File: src/rtl/bcd_serial_adder.sv
// Digit-serial packed-BCD adder/subtractor: one digit per clock, LSD first,
// with start/busy/done handshake, ten's-complement subtract and invalid-digit flag.
module bcd_serial_adder #(
    parameter int DIGITS = 4
) (
    input  logic                  clk,
    input  logic                  rst_n,
    input  logic                  start,
    input  logic                  Sub,
    input  logic [4*DIGITS-1:0]   A,
    input  logic [4*DIGITS-1:0]   B,
    input  logic                  Cin,
    output logic                  busy,
    output logic                  done,
    output logic [4*DIGITS-1:0]   Sum,
    output logic                  Cout,
    output logic                  invalid
);

    localparam int W  = 4 * DIGITS;
    localparam int CW = (DIGITS > 1) ? $clog2(DIGITS) : 1;

    typedef enum logic [1:0] {
        ST_IDLE = 2'd0,
        ST_RUN  = 2'd1,
        ST_DONE = 2'd2
    } state_t;

    function automatic logic digit_bad(input logic [3:0] d);
        return (d > 4'd9);
    endfunction

    // Returns {carry_out, digit}; in subtract mode b is nine's-complemented.
    function automatic logic [4:0] bcd_step(input logic [3:0] a, input logic [3:0] b,
                                            input logic sub, input logic c);
        logic [3:0] b_eff;
        logic [4:0] s;
        logic [4:0] adj;
        b_eff = sub ? (4'd9 - b) : b;
        s     = {1'b0, a} + {1'b0, b_eff} + {4'd0, c};
        adj   = s + 5'd6;
        if (s > 5'd9) begin
            return {1'b1, adj[3:0]};
        end else begin
            return {1'b0, s[3:0]};
        end
    endfunction

    state_t          state_q, state_d;
    logic [W-1:0]    a_q, a_d;
    logic [W-1:0]    b_q, b_d;
    logic [W-1:0]    res_q, res_d;
    logic            sub_q, sub_d;
    logic            carry_q, carry_d;
    logic            inv_q, inv_d;
    logic [CW-1:0]   cnt_q, cnt_d;
    logic [W-1:0]    sum_q, sum_d;
    logic            cout_q, cout_d;
    logic            invalid_q, invalid_d;
    logic            busy_q, busy_d;
    logic            done_q, done_d;

    logic [4:0]      step_s;
    logic [W-1:0]    res_shift_s;
    logic            inv_acc_s;

    // Next-state, datapath step and output register values.
    always_comb begin
        state_d   = state_q;
        a_d       = a_q;
        b_d       = b_q;
        res_d     = res_q;
        sub_d     = sub_q;
        carry_d   = carry_q;
        inv_d     = inv_q;
        cnt_d     = cnt_q;
        sum_d     = sum_q;
        cout_d    = cout_q;
        invalid_d = invalid_q;
        done_d    = 1'b0;

        step_s      = bcd_step(a_q[3:0], b_q[3:0], sub_q, carry_q);
        res_shift_s = (res_q >> 4) | (W'(step_s[3:0]) << (W - 4));
        inv_acc_s   = inv_q | digit_bad(a_q[3:0]) | digit_bad(b_q[3:0]);

        case (state_q)
            ST_IDLE, ST_DONE: begin
                if (start) begin
                    state_d = ST_RUN;
                    a_d     = A;
                    b_d     = B;
                    sub_d   = Sub;
                    carry_d = Sub ? 1'b1 : Cin;
                    cnt_d   = '0;
                    res_d   = '0;
                    inv_d   = 1'b0;
                end else begin
                    state_d = ST_IDLE;
                end
            end
            ST_RUN: begin
                a_d     = a_q >> 4;
                b_d     = b_q >> 4;
                res_d   = res_shift_s;
                carry_d = step_s[4];
                inv_d   = inv_acc_s;
                if (cnt_q == CW'(DIGITS - 1)) begin
                    state_d   = ST_DONE;
                    sum_d     = res_shift_s;
                    cout_d    = step_s[4];
                    invalid_d = inv_acc_s;
                    done_d    = 1'b1;
                end else begin
                    cnt_d = cnt_q + CW'(1);
                end
            end
            default: begin
                state_d = ST_IDLE;
            end
        endcase

        busy_d = (state_d == ST_RUN);
    end

    // State and datapath registers with asynchronous reset.
    always_ff @(posedge clk or negedge rst_n) begin
        if (!rst_n) begin
            state_q   <= ST_IDLE;
            a_q       <= '0;
            b_q       <= '0;
            res_q     <= '0;
            sub_q     <= 1'b0;
            carry_q   <= 1'b0;
            inv_q     <= 1'b0;
            cnt_q     <= '0;
            sum_q     <= '0;
            cout_q    <= 1'b0;
            invalid_q <= 1'b0;
            busy_q    <= 1'b0;
            done_q    <= 1'b0;
        end else begin
            state_q   <= state_d;
            a_q       <= a_d;
            b_q       <= b_d;
            res_q     <= res_d;
            sub_q     <= sub_d;
            carry_q   <= carry_d;
            inv_q     <= inv_d;
            cnt_q     <= cnt_d;
            sum_q     <= sum_d;
            cout_q    <= cout_d;
            invalid_q <= invalid_d;
            busy_q    <= busy_d;
            done_q    <= done_d;
        end
    end

    assign busy    = busy_q;
    assign done    = done_q;
    assign Sum     = sum_q;
    assign Cout    = cout_q;
    assign invalid = invalid_q;

endmodule

File: config.mk
export PLATFORM = sky130hd
export DESIGN_NAME = bcd_serial_adder
export DESIGN_NICKNAME = d
export VERILOG_FILES = /design/src/rtl/bcd_serial_adder.sv
export SDC_FILE = /design/constraint.sdc
export NUM_CORES = 1
export LEC_CHECK = 0
export ABC_AREA = 0
export CAP_MARGIN = 20
export CORE_ASPECT_RATIO = 0.75
export CORE_MARGIN = 3
export CORE_UTILIZATION = 52
export DETAILED_ROUTE_END_ITERATION = 12
export GPL_ROUTABILITY_DRIVEN = 0
export PLACE_DENSITY = 0.79
export SYNTH_ARGS = -nofsm -noshare
export SYNTH_HDL_FRONTEND = slang
export SYNTH_SLANG_ARGS = --single-unit
File: constraint.sdc
create_clock -name clk -period 3.59 [get_ports clk]
set_clock_uncertainty 0.05 [all_clocks]
set_input_delay 0.718 -clock clk [delete_from_list [all_inputs] [get_ports clk]]
set_output_delay 0.718 -clock clk [all_outputs]
set_load 0.1 [all_outputs]
# After elaboration in Yosys (flattened, before gate mapping)
# Cells that the tools add are included.
dict set report word_totals {
  regBits 75
  latchBits 0
  mem_bits_rw 0
  romBits 0
  input_bits 37
  out_inout_bits 20
  word_cells 58
  memories 0
}
dict set report classes {
  add_sub_neg 5
  multipliers 0
  div 0
  n_lt_le_gt_ge 3
  n_eq_ne 6
  shifts 0
  muxes 21
  bitwise 3
  reduce_logical 7
}
# operator count
set op_table {}
lappend op_table {{one-hot mux 16 bit (2 select lines)} 3}
lappend op_table {{2-to-1 mux 16 bit} 3}
lappend op_table {{bitwise OR 12 x 16 -> 16 bit} 1}
lappend op_table {{> comparator 4 bit (second input constant)} 2}
lappend op_table {{one-hot mux 2 bit (2 select lines)} 2}
lappend op_table {{2-to-1 mux 1 bit} 6}
lappend op_table {{2-to-1 mux 2 bit} 3}
lappend op_table {{AND reduction 2 bit} 3}
lappend op_table {{adder 4 x 4 -> 5 bit} 1}
lappend op_table {{adder 5 x 1 -> 5 bit} 1}
lappend op_table {{> comparator 5 x 4 -> 1 bit (second input constant)} 1}
lappend op_table {{2-to-1 mux 5 bit} 1}
lappend op_table {{adder 4 x 3 -> 4 bit (second input constant)} 1}
lappend op_table {{== test 2 x 1 -> 1 bit (second input constant)} 2}
lappend op_table {{== test 2 bit (second input constant)} 2}
lappend op_table {{2-to-1 mux 4 bit} 1}
lappend op_table {{!= test 2 bit (second input constant)} 2}
lappend op_table {{one-hot mux 1 bit (2 select lines)} 2}
lappend op_table {{subtractor 4 bit (first input constant)} 1}
lappend op_table {{AND reduction 3 bit} 1}
lappend op_table {{adder 2 x 1 -> 2 bit (second input constant)} 1}
lappend op_table {{logical NOT 2 bit} 1}
lappend op_table {{bitwise OR 1 bit} 2}
lappend op_table {{nonzero test 2 bit} 1}
lappend op_table {{OR reduction 2 bit} 1}

# Longest topological paths before layout
# Gate-level depths: netlist of run 1.
dict set report depth {
  depth_word 8
  ltp_mapped 11
  ltp_nobuf 11
}

# Worst setup path after synthesis of run 1
# No wires, ideal clock.
dict set report synth_path {
  kind {register to register}
  from {reg sub_q}
  to {reg sum_q[14], in the netlist Sum[14]}
  setup_ps 104
  arrival_ps 2449
  required_ps 3436
  setup_slack_ps 988
  stages_incl_launch_ff 11
  path_buffers 0
  period_less_slack_ps 2602
  cell_sequence {dfrtp_1 xnor2_1 fa_1 inv_1 fa_1 xnor2_1 ha_1 a22oi_1 and3_4 or4_1 o311ai_1}
}
dict set report synth_between {
  elab_chain_len 6
  word_cells_on_any_way 7
  classes_between {3 x add/sub; 1 x order compare; 2 x mux; 1 x bitwise}
}
# element line
set synth_lines {}
lappend synth_lines {{start: declaration} 53} ;# logic sub_q, sub_d;
lappend synth_lines {{start signal: assignment} 146} ;# sub_q <= sub_d;
lappend synth_lines {{2-to-1 mux 4 bit *} 39} ;# b_eff = sub ? (4'd9 - b) : b;
lappend synth_lines {{adder 4 x 4 -> 5 bit *} 40} ;# s = {1'b0, a} + {1'b0, b_eff} + {4'd0, c};
lappend synth_lines {{adder 5 x 1 -> 5 bit *} 40}
lappend synth_lines {{adder 4 x 3 -> 4 bit / > comparator 5 x 4 -> 1 bit (equally long branches)} {41, 42}}
lappend synth_lines {{2-to-1 mux 5 bit *} 42} ;# if (s > 5'd9) begin
lappend synth_lines {{bitwise OR 12 x 16 -> 16 bit *} 83} ;# res_shift_s = (res_q >> 4) | (W'(step_s[3:0]) << (W - 4));
lappend synth_lines {{end signal: assignment} 150} ;# sum_q <= sum_d;
lappend synth_lines {{end: declaration} 57} ;# logic [W-1:0] sum_q, sum_d;
# Every way passes the cells marked *; elsewhere a longest branch is shown, timed or not.
# A chain may end at the register's enable or synchronous reset.

# Final worst setup path of run 1
dict set report layout_path {
  from {reg b_q[1]}
  to {reg sum_q[14], in the netlist Sum[14]}
}
dict set report layout_between {
  elab_chain_len 7
  word_cells_on_any_way 8
  classes_between {4 x add/sub; 1 x order compare; 2 x mux; 1 x bitwise}
}
# element line
set layout_lines {}
lappend layout_lines {{start: declaration} 51} ;# logic [W-1:0] b_q, b_d;
lappend layout_lines {{start signal: assignment} 130} ;# b_q <= '0;
lappend layout_lines {{start signal: assignment} 144} ;# b_q <= b_d;
lappend layout_lines {{subtractor 4 bit} 39}
lappend layout_lines {{2-to-1 mux 4 bit *} 39}
lappend layout_lines {{adder 4 x 4 -> 5 bit *} 40}
lappend layout_lines {{adder 5 x 1 -> 5 bit *} 40}
lappend layout_lines {{adder 4 x 3 -> 4 bit / > comparator 5 x 4 -> 1 bit (equally long branches)} {41, 42}}
lappend layout_lines {{2-to-1 mux 5 bit *} 42}
lappend layout_lines {{bitwise OR 12 x 16 -> 16 bit *} 83}
# Marked as above.

==> results by group, run 1 <==
Clock network
  • Clock transition at path regs: roughly 70 ps
  • # H-tree levels: 3
  • Worst-Skew Late Latency: 350 ps
  • CTS buffer count: 9
  • TritonCTS clock tree: built
  • CTS root buffer: clkbuf_8
  • Clock Path Buffers: 2
  • Postcts setup bufs: 0
  • Clk sink count: 71
  • Post_cts resized: 0
  • Cts hold-fix bufs: 0

Setup path
  • Req. time, crit path: 3790 ps
  • CP Capture Type: flop
  • Buf/Inv on CP: 1
  • Critical path type: flop to flop
  • Crit Path Max Fanout: 5
  • Critical Path Source Type: flop
  • Slowest-stage cell, CP: dfrtp_1
  • Crit path arrival time: 3120 ps
  • Critical path's top delay family: adder cells
  • Max incr delay on CP: approximately 420 ps
  • CP Cell Sequence: inv_1, ha_1, nand2_1, o21ai_0, ha_1, xnor2_1, ha_1, a22oi_1, and3_4, or4_1, o311ai_1
  • Worst path most repeated cell: ha_1

Logic synthesis
  • Synth Flop Type: dfrtp_1
  • Syn Inst Count: between 300 and 400
  • Yosys warning count: 0
  • Yosys reg bits: 71
  • Distinct cell type count of the synthesized netlist: 32
  • Post-Syn Nets: 350
  • Post-Syn Area: 0.00311 sq mm
  • Number of flops mapped to enable cells by yosys: 0
  • Mapped Avg Cell Area: 10.2 sq um
  • Ys async rst share: 1.00
  • Sequential cell area fraction in the yosys report: 0.572

GRT
  • First-pass GRT wire length: 11.4 mm
  • Met1 Usage GRT: 0.308
  • Busiest grt layer: met2
  • GRT overflow: 0
  • Initial antenna violation count: 0
  • Grt met3 use: 0.0866
  • Met2 usage: 0.321
  • GRT Util Overall: 0.221
  • Pin count of the biggest net entering global routing: 38
  • Vias in the first global route: between 2000 and 2500

Floorplan
  • Row cnt: 23
  • Die Y: 72.9 um
  • Core Footprint: 0.00555 sq mm
  • Die ar.: 0.00695 sq mm
  • I/O pin cnt: 57
  • Die width: 95.3 um
  • Starting Density: 0.559

Timing
  • Final worst path period need: 2920 ps
  • Slew Limit Fails: 0
  • Least-Margin Pin Slew: a little under 1000 ps
  • Setup TNS Final: 0 ps
  • Final hold vios: 0
  • Fin crit share: 0.813
  • # setup viols final: 0
  • Relative max-transition margin: 0.343
  • Fmax: 343 MHz
  • RSZ-0062 raised after global routing: false

Worst hold path
  • Worst Hold Class: primary input to asynchronous set/reset pin

Detailed routing
  • DRC violations left: 0
  • Vias per cell: ~5.5
  • Final ANT Viol Nets: 0
  • DR WL/cell: 14.9 um
  • TritonRoute pass-1 iters: 4
  • First DRT Iteration DRCs: ~140
  • Routed via count: ~2400
  • WL final: 6.57 mm

Cells and area
  • Final layout net count: 406
  • Fraction of layout cells with a size suffix above 1: 0.112
  • Design area: 0.00393 sq mm
  • Commonest non-fill, non-tap cell in the layout: dfrtp_1
  • Most frequent cells in the layout: dfrtp_1 (71), nand2_1 (67), clkdlybuf4s50_1 (55)
  • Diode count: 0
  • Layout overhead on the synthesized area: 26.5%

Placement
  • Area post-placement: 0.00374 sq mm
  • DP Wirelength: 4.71 mm
  • Port bufs: 56

Run status
  • Outcome: finished, final reports clean

Job
  • Max Cap Viol: 0
-- per-stage QoR --
step                      setup WS [ps]   util  std cells  hold slack [ps]
after detailed placement            715  0.674        425              421
after global placement              876  0.674        425              410
after floorplan                     988      -        305              372
final                               671  0.708        441              302
after global routing                464  0.708        441              333
after CTS                           693  0.708        441              317
-- synthesized netlist by cell type, types with 2 or more instances --
library cell	n	area, sq um
nand2_1	67	251
nor2_1	30	113
a22o_1	16	140
fa_1	2	40.0
nand2b_1	3	18.8
a31oi_1	21	131
xnor2_1	3	26.3
dfrtp_1	71	1780
o21ai_0	22	110
ha_1	6	75.1
clkbuf_1	13	48.8
nor2b_1	2	12.5
buf_2	2	10.0
buf_1	3	11.3
nand3_1	2	10.0
a21oi_1	4	20.0
inv_1	10	37.5
mux2_2	12	135
a21o_2	2	17.5
a31o_2	2	17.5
-- final timing paths --
check	cells after the start	slack, ps	endpoint	from
max	11	670	Sum[14]	b_q[1]
min	1	300	a_q[11]	rst_n
max reg2reg	11	670	Sum[14]	b_q[1]
min reg2reg	2	430	Sum[15]	Sum[15]
max in group asynchronous	2	2440	res_q[9]	rst_n
min in group clk	2	430	Sum[15]	Sum[15]
-- final cells by class --
class	count	area (sq um)
fillers	414	1620
clock inverters	4	45.0
clock buffers	12	145
well taps	75	93.8
flip-flops and latches	71	1780
repair buffers	63	608
inverters	10	37.5
multi-input cells	206	1220
-- layer usage --
metal / vias to the layer above / routed length [um]
li1: 1161 / -
met1: 1187 / 3100
met2: 49 / 3020
met3: 7 / 374
met4: 0 / 76
met5: - / 0
-- state kept, by name (all words and copies together) (netlist names) --
name,cells
Cout,1
Sum,16
a_q,16
b_q,16
busy,1
carry_q,1
cnt_q,2
done,1
inv_q,1
invalid,1
res_q,12
state_q,2
sub_q,1
-- cell families (layout without fill, tap and decap cells) --
group,after synthesis,after routing,synth area share
buffers and inverters,28,89,0.0346
flip-flops,71,71,0.572
adder cells (fa/ha/maj),8,8,0.0371
AO/OA/AOI/OAI,72,72,0.154
AND/OR/NAND/NOR,110,110,0.147
XOR/XNOR,3,3,0.00846
multiplexers,13,13,0.0467
-- worst register-to-register path: cells and delay by family (launching register included) --
family          cells  cell delay (ps)
fa+ha+maj           3              940
simple gates        3              660
xor+xnor            1              360
buf+inv             1               90
flops               1              420
compound gates      3              300
Power of run 1 is not shown: default switching activity piles up to over one toggle a cycle in this logic, so the estimate is an artifact.
==> run 2, diff against run 1 <==
- clock period: 3.59 -> 3 ns (I/O delays scaled with it)
==> run 2 against run 1 <==
Net effect: global-route usage shrank 0.45 points; hold slack worse by 57 ps; critical path depth is 1 lower; critical path type unchanged.
==> results by group, run 2 (synthesis results as in run 1) <==
Setup path
  • CP Capture Type: flop
  • Worst path most repeated cell: fa_1
  • Critical Path Source Type: flop
  • Crit path arrival time: 3020 ps (-100 ps)
  • Crit Path Max Fanout: 5 (unchanged)
  • Req. time, crit path: 3190 ps (-600 ps)
  • R2R Setup Slk: 170 ps (-500 ps)
  • Buf/Inv on CP: 1 (unchanged)
  • Slowest-stage cell, CP: dfrtp_1
  • Critical path type: flop to flop
  • Critical path's top delay family: adder cells
  • Max incr delay on CP: 430 ps (about the same)
  • CP Cell Sequence: xnor2_1, fa_1, inv_1, fa_1, xnor2_2, ha_1, a22oi_1, and3_4, or4_1, o311ai_1

Placement
  • Worst slack, placed: 87.1 ps (-628 ps)
  • Port bufs: 56 (unchanged)
  • DP Wirelength: 4.72 mm (+0.21%)

Run status
  • Outcome: finished, final reports clean

Floorplan
  • Starting Density: 0.559 (unchanged)
  • Core Footprint: 0.00555 sq mm (unchanged)
  • I/O pin cnt: 57 (unchanged)
  • Die width: 95.3 um (unchanged)
  • Die ar.: 0.00695 sq mm (unchanged)
  • Row cnt: 23 (unchanged)
  • Die Y: 72.9 um (unchanged)

Timing
  • Least-Margin Pin Slew: 988 ps (+5.07 ps)
  • Final hold vios: 0 (unchanged)
  • Fin crit share: 0.943 (+0.130)
  • Slew Limit Fails: 0 (unchanged)
  • Final worst path period need: 2830 ps (-90.8 ps)
  • Setup TNS Final: 0 ps (unchanged)
  • Relative max-transition margin: 0.341 (-0.00133)
  • # setup viols final: 0 (unchanged)
  • Final setup margin: 172 ps (-499 ps)
  • RSZ-0062 raised after global routing: false
  • Fmax: 354 MHz (+3.2%)

Worst hold path
  • Worst Hold Class: primary input to asynchronous set/reset pin

Cells and area
  • Final layout net count: 407 (+0.25%)
  • Layout overhead on the synthesized area: 25.5%
  • Commonest non-fill, non-tap cell in the layout: dfrtp_1
  • Fill count: 428 (+3.4%)
  • Fraction of layout cells with a size suffix above 1: 0.174 (+0.0624)
  • Diode count: 0 (unchanged)
  • Most frequent cells in the layout: dfrtp_1 (71), nand2_1 (67), clkdlybuf4s50_1 (35)

GRT
  • GRT Util Overall: 0.217 (-0.00451)
  • Pin count of the biggest net entering global routing: 38 (unchanged)
  • Initial antenna violation count: 0 (unchanged)
  • Vias in the first global route: 2331 (-1.2%)
  • First-pass GRT wire length: 11.3 mm (-0.37%)
  • GRT overflow: 0 (unchanged)

Detailed routing
  • TritonRoute pass-1 iters: 4 (unchanged)
  • Vias per cell: 5.62 (+3.1%)
  • Routed via count: 2485 (+3.4%)
  • Final ANT Viol Nets: 0 (unchanged)
  • WL final: 6.87 mm (+4.6%)
  • DR WL/cell: 15.5 um (+4.4%)
  • First DRT Iteration DRCs: 148 (+4.2%)
  • DRC violations left: 0 (unchanged)

Clock network
  • # H-tree levels: 3 (unchanged)
  • Clock Path Buffers: 2 (unchanged)
  • CTS buffer count: 9 (unchanged)
  • Clock transition at path regs: 70 ps (about the same)
  • Postcts setup bufs: 0 (unchanged)
  • TritonCTS clock tree: built
  • Worst-Skew Late Latency: 340 ps (about the same)
  • CTS root buffer: clkbuf_8
  • Clk sink count: 71 (unchanged)

Job
  • Max Cap Viol: 0 (unchanged)
run 2: cell count changes in the layout (fill, tap and decap cells not counted), sizes merged:
| cell | delta |
|---|---|
| clkdlybuf4s50 | -20 |
| buf | +21 |
run 2: what timing repair did:
| item | CTS | global route |
|---|---|---|
| hold buffers | 0 | 0 |
| setup endpoints to repair | 0 | 5 |
| resized for setup | 0 | 2 |
run 2: final cells by class:
| cell class | instances | area [sq um] | share of cell area |
|---|---|---|---|
| inverters | 10 | 37.5 | 0.00962 |
| well taps | 75 | 93.8 | 0.0241 |
| repair buffers | 64 | 566 | 0.145 |
| multi-input cells | 206 | 1240 | 0.317 |
| flip-flops and latches | 71 | 1780 | 0.456 |
| clock buffers | 12 | 145 | 0.0372 |
| clock inverters | 4 | 45.0 | 0.0115 |
run 2: per-stage QoR:
step | cells | cell area, sq um | utilization | hold WS (ps)
floorplan | 305 | 3110 | - | 254
global placement | 426 | 3700 | 0.666 | 413
detailed placement | 426 | 3700 | 0.666 | 421
CTS | 442 | 3890 | 0.700 | 265
global route | 442 | 3900 | 0.702 | 297
finish | 442 | 3900 | 0.702 | 246
run 2: per-layer routing:
metal  up-vias  GRT usage  part of all wire
li1       1164          -                 -
met1      1226      0.297              0.45
met2        82      0.330              0.47
met3        13     0.0660             0.061
met4         0     0.0720             0.016
met5         -          0                 0
run 2: path summary, 6_finish.rpt:
check / from / to / depth (start not counted)
max: sub_q / Sum[14] / 10
max reg2reg: sub_q / Sum[14] / 10
min in group clk: Sum[12] / Sum[12] / 2
min: rst_n / a_q[11] / 1
min reg2reg: Sum[12] / Sum[12] / 2
max in group asynchronous: rst_n / a_q[4] / 2
Power of run 2 is left out for the same reason.
==> run 3, diff against run 2 <==
- ABC_CLOCK_PERIOD_IN_PS: not set -> 3000
==> results of run 3 <==
Final layout, timing and power as in run 2 (identical DEF).
Power of run 3 is left out for the same reason.
